### src/rtl/stg_pipe_reg_pkg.sv
// Shared sizes, bubble encoding and entry bundle for the inter-stage pipeline register.
package stg_pipe_reg_pkg;

  localparam int unsigned SIZE_ADDR = 32;
  localparam int unsigned SIZE_DATA = 32;

  // Default bubble instruction (all zeros).
  localparam logic [SIZE_DATA-1:0] NOP_DEFAULT = '0;

  // {pc, instr} pair carried between stages at the default widths.
  typedef struct packed {
    logic [SIZE_ADDR-1:0] pc;
    logic [SIZE_DATA-1:0] instr;
  } ent_t;

  // Number of valid entries held, from the main and skid valid bits.
  function automatic logic [1:0] occ_of(input logic m_v, input logic s_v);
    occ_of = {m_v & s_v, m_v ^ s_v};
  endfunction

endpackage

### src/rtl/stg_pipe_ent.sv
// Single valid+payload register; clear wins over load and restores the bubble payload.
module stg_pipe_ent #(
  parameter int unsigned   W      = 64,
  parameter logic [W-1:0]  BUBBLE = '0
) (
  input  logic         iw_clk,
  input  logic         iw_rst_n,
  input  logic         iw_load,
  input  logic         iw_clr,
  input  logic [W-1:0] iw_d,
  output logic         ow_valid,
  output logic [W-1:0] ow_q
);

  // Entry state: bubble when empty, captured payload when loaded.
  always_ff @(posedge iw_clk or negedge iw_rst_n) begin
    if (!iw_rst_n) begin
      ow_valid <= 1'b0;
      ow_q     <= BUBBLE;
    end else if (iw_clr) begin
      ow_valid <= 1'b0;
      ow_q     <= BUBBLE;
    end else if (iw_load) begin
      ow_valid <= 1'b1;
      ow_q     <= iw_d;
    end
  end

endmodule

### src/rtl/stg_pipe_reg.sv
// Inter-stage {pc, instr} pipeline register with handshake, flush, optional skid entry
// and a saturating stall counter.
module stg_pipe_reg
  import stg_pipe_reg_pkg::*;
#(
  parameter int unsigned          ADDR_W      = SIZE_ADDR,
  parameter int unsigned          DATA_W      = SIZE_DATA,
  parameter int unsigned          SKID        = 1,
  parameter logic [DATA_W-1:0]    NOP_INSTR   = '0,
  parameter int unsigned          STALL_CNT_W = 16
) (
  input  logic                   iw_clk,
  input  logic                   iw_rst_n,
  input  logic                   iw_up_valid,
  output logic                   ow_up_ready,
  input  logic [ADDR_W-1:0]      iw_pc,
  input  logic [DATA_W-1:0]      iw_instr,
  output logic                   ow_dn_valid,
  input  logic                   iw_dn_ready,
  output logic [ADDR_W-1:0]      ow_pc,
  output logic [DATA_W-1:0]      ow_instr,
  input  logic                   iw_flush,
  output logic [1:0]             ow_occ,
  output logic [STALL_CNT_W-1:0] ow_stall_cnt
);

  localparam int unsigned ENT_W = ADDR_W + DATA_W;
  localparam logic [ENT_W-1:0] BUBBLE = {{ADDR_W{1'b0}}, NOP_INSTR};

  logic             m_valid, s_valid;
  logic [ENT_W-1:0] m_q, s_q, m_d;
  logic             m_load, m_clr, s_load, s_clr;
  logic             up_fire, dn_fire;

  assign up_fire = iw_up_valid & ow_up_ready;
  assign dn_fire = m_valid & iw_dn_ready;

  // Entry movement: flush first, then drain skid into main, then main/skid capture.
  always_comb begin
    m_load = 1'b0;
    m_clr  = 1'b0;
    s_load = 1'b0;
    s_clr  = 1'b0;
    m_d    = {iw_pc, iw_instr};
    if (iw_flush) begin
      m_clr = 1'b1;
      s_clr = 1'b1;
    end else if (s_valid) begin
      if (dn_fire) begin
        m_load = 1'b1;
        m_d    = s_q;
        s_clr  = 1'b1;
      end
    end else if (!m_valid || dn_fire) begin
      if (up_fire) begin
        m_load = 1'b1;
      end else if (dn_fire) begin
        m_clr = 1'b1;
      end
    end else if (up_fire) begin
      s_load = 1'b1;
    end
  end

  stg_pipe_ent #(
    .W      (ENT_W),
    .BUBBLE (BUBBLE)
  ) u_m (
    .iw_clk   (iw_clk),
    .iw_rst_n (iw_rst_n),
    .iw_load  (m_load),
    .iw_clr   (m_clr),
    .iw_d     (m_d),
    .ow_valid (m_valid),
    .ow_q     (m_q)
  );

  generate
    if (SKID != 0) begin : g_skid
      stg_pipe_ent #(
        .W      (ENT_W),
        .BUBBLE (BUBBLE)
      ) u_s (
        .iw_clk   (iw_clk),
        .iw_rst_n (iw_rst_n),
        .iw_load  (s_load),
        .iw_clr   (s_clr),
        .iw_d     ({iw_pc, iw_instr}),
        .ow_valid (s_valid),
        .ow_q     (s_q)
      );
    end else begin : g_noskid
      logic unused_s;
      assign s_valid  = 1'b0;
      assign s_q      = BUBBLE;
      assign unused_s = s_load ^ s_clr;
    end
  endgenerate

  // Skid mode: ready comes straight from the skid valid flop; otherwise pass-through ready.
  assign ow_up_ready = (SKID != 0) ? !s_valid : (!m_valid || iw_dn_ready);

  assign ow_dn_valid = m_valid;
  assign ow_pc       = m_q[ENT_W-1 -: ADDR_W];
  assign ow_instr    = m_q[DATA_W-1:0];
  assign ow_occ      = occ_of(m_valid, s_valid);

  // Saturating count of cycles where the output entry is held back by downstream.
  always_ff @(posedge iw_clk or negedge iw_rst_n) begin
    if (!iw_rst_n) begin
      ow_stall_cnt <= '0;
    end else if (m_valid && !iw_dn_ready && !iw_flush && (ow_stall_cnt != '1)) begin
      ow_stall_cnt <= ow_stall_cnt + STALL_CNT_W'(1);
    end
  end

endmodule

### config.mk
export PLATFORM = sky130hd
export DESIGN_NAME = stg_pipe_reg
export DESIGN_NICKNAME = d
export VERILOG_FILES = /design/src/rtl/stg_pipe_reg_pkg.sv /design/src/rtl/stg_pipe_ent.sv /design/src/rtl/stg_pipe_reg.sv
export SDC_FILE = /design/constraint.sdc
export NUM_CORES = 1
export LEC_CHECK = 0
export BUFFER_PORTS_ARGS = -buffer_cell sky130_fd_sc_hd__buf_2
export CAP_MARGIN = 20
export CORE_UTILIZATION = 40
export DETAILED_ROUTE_END_ITERATION = 7
export PLACE_DENSITY_LB_ADDON = 0.3
export SLEW_MARGIN = 20
export SYNTH_ARGS = -nofsm -noshare
export SYNTH_HDL_FRONTEND = slang
export SYNTH_SLANG_ARGS = --single-unit
### constraint.sdc
create_clock -name iw_clk -period 1.8 [get_ports iw_clk]
set_clock_uncertainty 0.1 [all_clocks]
set_input_delay 0.27 -clock iw_clk [delete_from_list [all_inputs] [get_ports iw_clk]]
set_output_delay 0.27 -clock iw_clk [all_outputs]
set_load 0.01 [all_outputs]
==> results.yml <==
synth:
  synth_area_leader_cell: "dfrtp_1"
  synth_cells: 508
  syn_area_sq_um: 6140
  async_reset_ff_share_pct: 100
  ys_seq_elements: 146
  yosysWarningCount: 0
  synth_sequential_area_ratio_pct: 59.5
  synth.area.top_cells: "dfrtp_1, mux2i_1, a22o_1"
  synth_top_area_share_pct: 59.5
  yosys.cell_types.count: 39
  synth_ff_type: "dfrtp_1"
  post_synth.cell_area_avg_sq_um: 12.1
  synth.net_count: 579
  number_of_enable_type_register_cells_in_the_synthesized_netlist: 0
critical_path:
  worstPathRequired_ps: 2000
  timing.critical_path.buf_inv: 1
  cp-start-kind: "flip-flop"
  worstSetupEndpointType: "flip-flop"
  crit_path_max_fanout: 64
  critical-path-slowest-cell: "dfrtp_1"
  worstPathCellList: "nand2b_1 > o21ai_2 > a21oi_4 > buf_12 > a22o_1"
  timing_worst_setup_path_type: "reg2reg"
  critPathTopFamily: "compound AO/OA/AOI/OAI gates"
  cp_data_arrival_time_ps: 1910
  timing.critical_path.slowest_cell_delay_ps: 420
global_routing:
  grt_remaining_overflow: 0
  global_route_wire_length_before_repair_um: 25200
  grt_max_degree: 81
  number_of_global_route_vias_before_repair: 4978
  grt_usage_pct: 20.2
  number_of_antenna_violations_at_the_first_check_in_global_routing: 0
sta:
  timing.final.hold_violations: 0
  report.final.slew_viol_count: 0
  tns_ps: 0
  layout_worst_path_cycle_share_pct: 95.5
  worst-slew-pin-transition_ps: 419
  max-slew-margin-rel_pct: 71.9
  clock_period_minus_final_worst_setup_slack_ps: 1720
  finalSetupViolations: 0
  fmax_mhz: 582
layout:
  mostFrequentLayoutCells: "buf_2, dfrtp_1, nand2_1, a22o_1, mux2i_1"
  num-nets-final: 795
  multi_input_area_sq_um: 2340
  filler_cells_inserted: 1277
  seqCellArea_sq_um: 3650
  post_layout_nonfiller_instances: 919
  area_growth_pct: 36.8
  commonest_non_fill_non_tap_cell_in_the_layout: "buf_2"
  antennaDiodeCount: 0
  drive_above_1_share_pct: 29.5
clocking:
  cts_buffer_depth: 2
  worst_skew_pair_later_pin_latency_ps: 410
  h-tree-depth: 4
  worst_setup_hold_path_clk_slew_ps: 50
  clockRootBuffer: "clkbuf_16"
  numClockSinks: 146
  numCtsBuffers: 17
  tritoncts_clock_tree: "yes"
floorplanning:
  core_area_sq_um: 14800
  boundaryPins: 153
  fp.dieArea_sq_um: 15800
  std_cell_rows: 44
  start_util_pct: 41.6
  chipWidth_um: 126
  die_h_um: 126
placed_design:
  portBuffers: 152
  place_congestion: 0.774
  place.detailed.hpwl_um: 9210
  placed_cells: 827
worst_hold_path:
  hold_crit_class: "in2reg"
routing:
  drt_wl_total_um: 15100
  route.detailed.wl_per_inst_um: 16.4
  remaining_drc_errors: 0
  drt_pre_antenna_iters: 5
  route.vias.total: 4838
  iteration_0_drc_markers: 199
  via_per_inst: 5.26
  antenna_violating_nets_post_route: 0
power:
  irDropWorstVdd_v: 0.000599
  power.static_leakage_uw: 0.00461
  power_density_normalized_to_cell_area_nw_per_um2: 922
job:
  drv.max_cap_violation_count: 0
outcome:
  run_status: "complete, no violations"
cells by family after synthesis:
family	share of synthesized area, %
flip-flops	59.5
AO/OA/AOI/OAI	15.7
buffers and inverters	3.00
adder cells (fa/ha/maj)	0.408
AND/OR/NAND/NOR	8.82
XOR/XNOR	1.57
multiplexers	11.0
layer usage:
metal,vias up,global-route usage (%),share of wire (%)
li1,2275,-,-
met1,2426,25.4,45
met2,119,33.7,49
met3,18,4.89,4.2
met4,0,8.08,1.5
met5,-,0,0
path summary, 6_finish.rpt:
| kind | from | to | slack (ps) | cells past startpoint |
|---|---|---|---|---|
| worst max-delay path | g_skid.u_s.ow_valid | g_skid.u_s.ow_q[59] | 80 | 5 |
| worst min-delay path | iw_pc[31] | g_skid.u_s.ow_q[63] | 20 | 2 |
| worst max register to register | g_skid.u_s.ow_valid | g_skid.u_s.ow_q[59] | 80 | 5 |
| worst min register to register | u_m.ow_q[25] | u_m.ow_q[25] | 370 | 2 |
| max in group asynchronous | iw_rst_n | ow_stall_cnt[5] | 890 | 3 |
| min in group asynchronous | iw_rst_n | g_skid.u_s.ow_q[31] | 100 | 2 |
Yosys cell counts (2+ instances only):
cell type  instances
buf_2             21
nand3_1            4
xor2_1             9
nor4_2             2
dfrtp_1          146
nor2_1             3
nand2_1           71
o21ai_0           50
inv_1              4
ha_1               2
and3_1             2
o21ai_1           15
mux2_2             3
clkbuf_1           8
a21oi_1            5
mux2i_1           64
nor3_1             7
buf_4              4
nand4_1            2
nand4_2            3
a22o_1            64
xnor2_1            2
cell type report:
cell class / instances / share of cell area (%)
repair buffers: 231 / 19.7
well taps: 184 / 2.74
clock inverters: 6 / 0.387
inverters: 4 / 0.179
flip-flops and latches: 146 / 43.5
clock buffers: 24 / 5.73
multi-input cells: 324 / 27.8
power breakdown:
group	total, uW	switching (uW)	internal, uW
sequential	3630	148	3480
clock	3110	1260	1840
combinational	1020	551	465
total	7750	1960	5780
registers in the layout, summed over array words and instances, names as in the netlist:
signal,cells
ow_stall_cnt,16
g_skid.u_s.ow_valid,1
u_m.ow_q,64
u_m.ow_valid,1
g_skid.u_s.ow_q,64
through the flow:
step                      instance area (sq um)  power (uW)  worst slack, ps  util [%]  hold slack [ps]
final                                      8400        7750             80.6      56.9             22.4
after global routing                       8400        8110            -6.92      56.9             6.71
after CTS                                  8360        7820             17.5      56.6            0.619
after detailed placement                   7250        4590             51.5      49.1            -33.3
after global placement                     7250        4560              104      49.1            -33.4
after floorplan                            6140        4080              114         -             -126
worst reg2reg max path, delay by kind of cell, from the launching register on:
family / cells / cell delay (ps)
DFF: 1 / 420
buffers and inverters: 1 / 180
AOI/OAI and AO/OA: 3 / 650
and+or+nand+nor: 1 / 260
repair_timing:
| item | 4_1_cts | 5_1_grt |
|---|---|---|
| hold buffers | 59 | 0 |
| setup buffers | 0 | 3 |
| resized for setup | 0 | 4 |
| setup endpoints to repair | 0 | 6 |
| endpoints found under the hold margin | 204 | 0 |
Power figures use the tool's default switching activity.
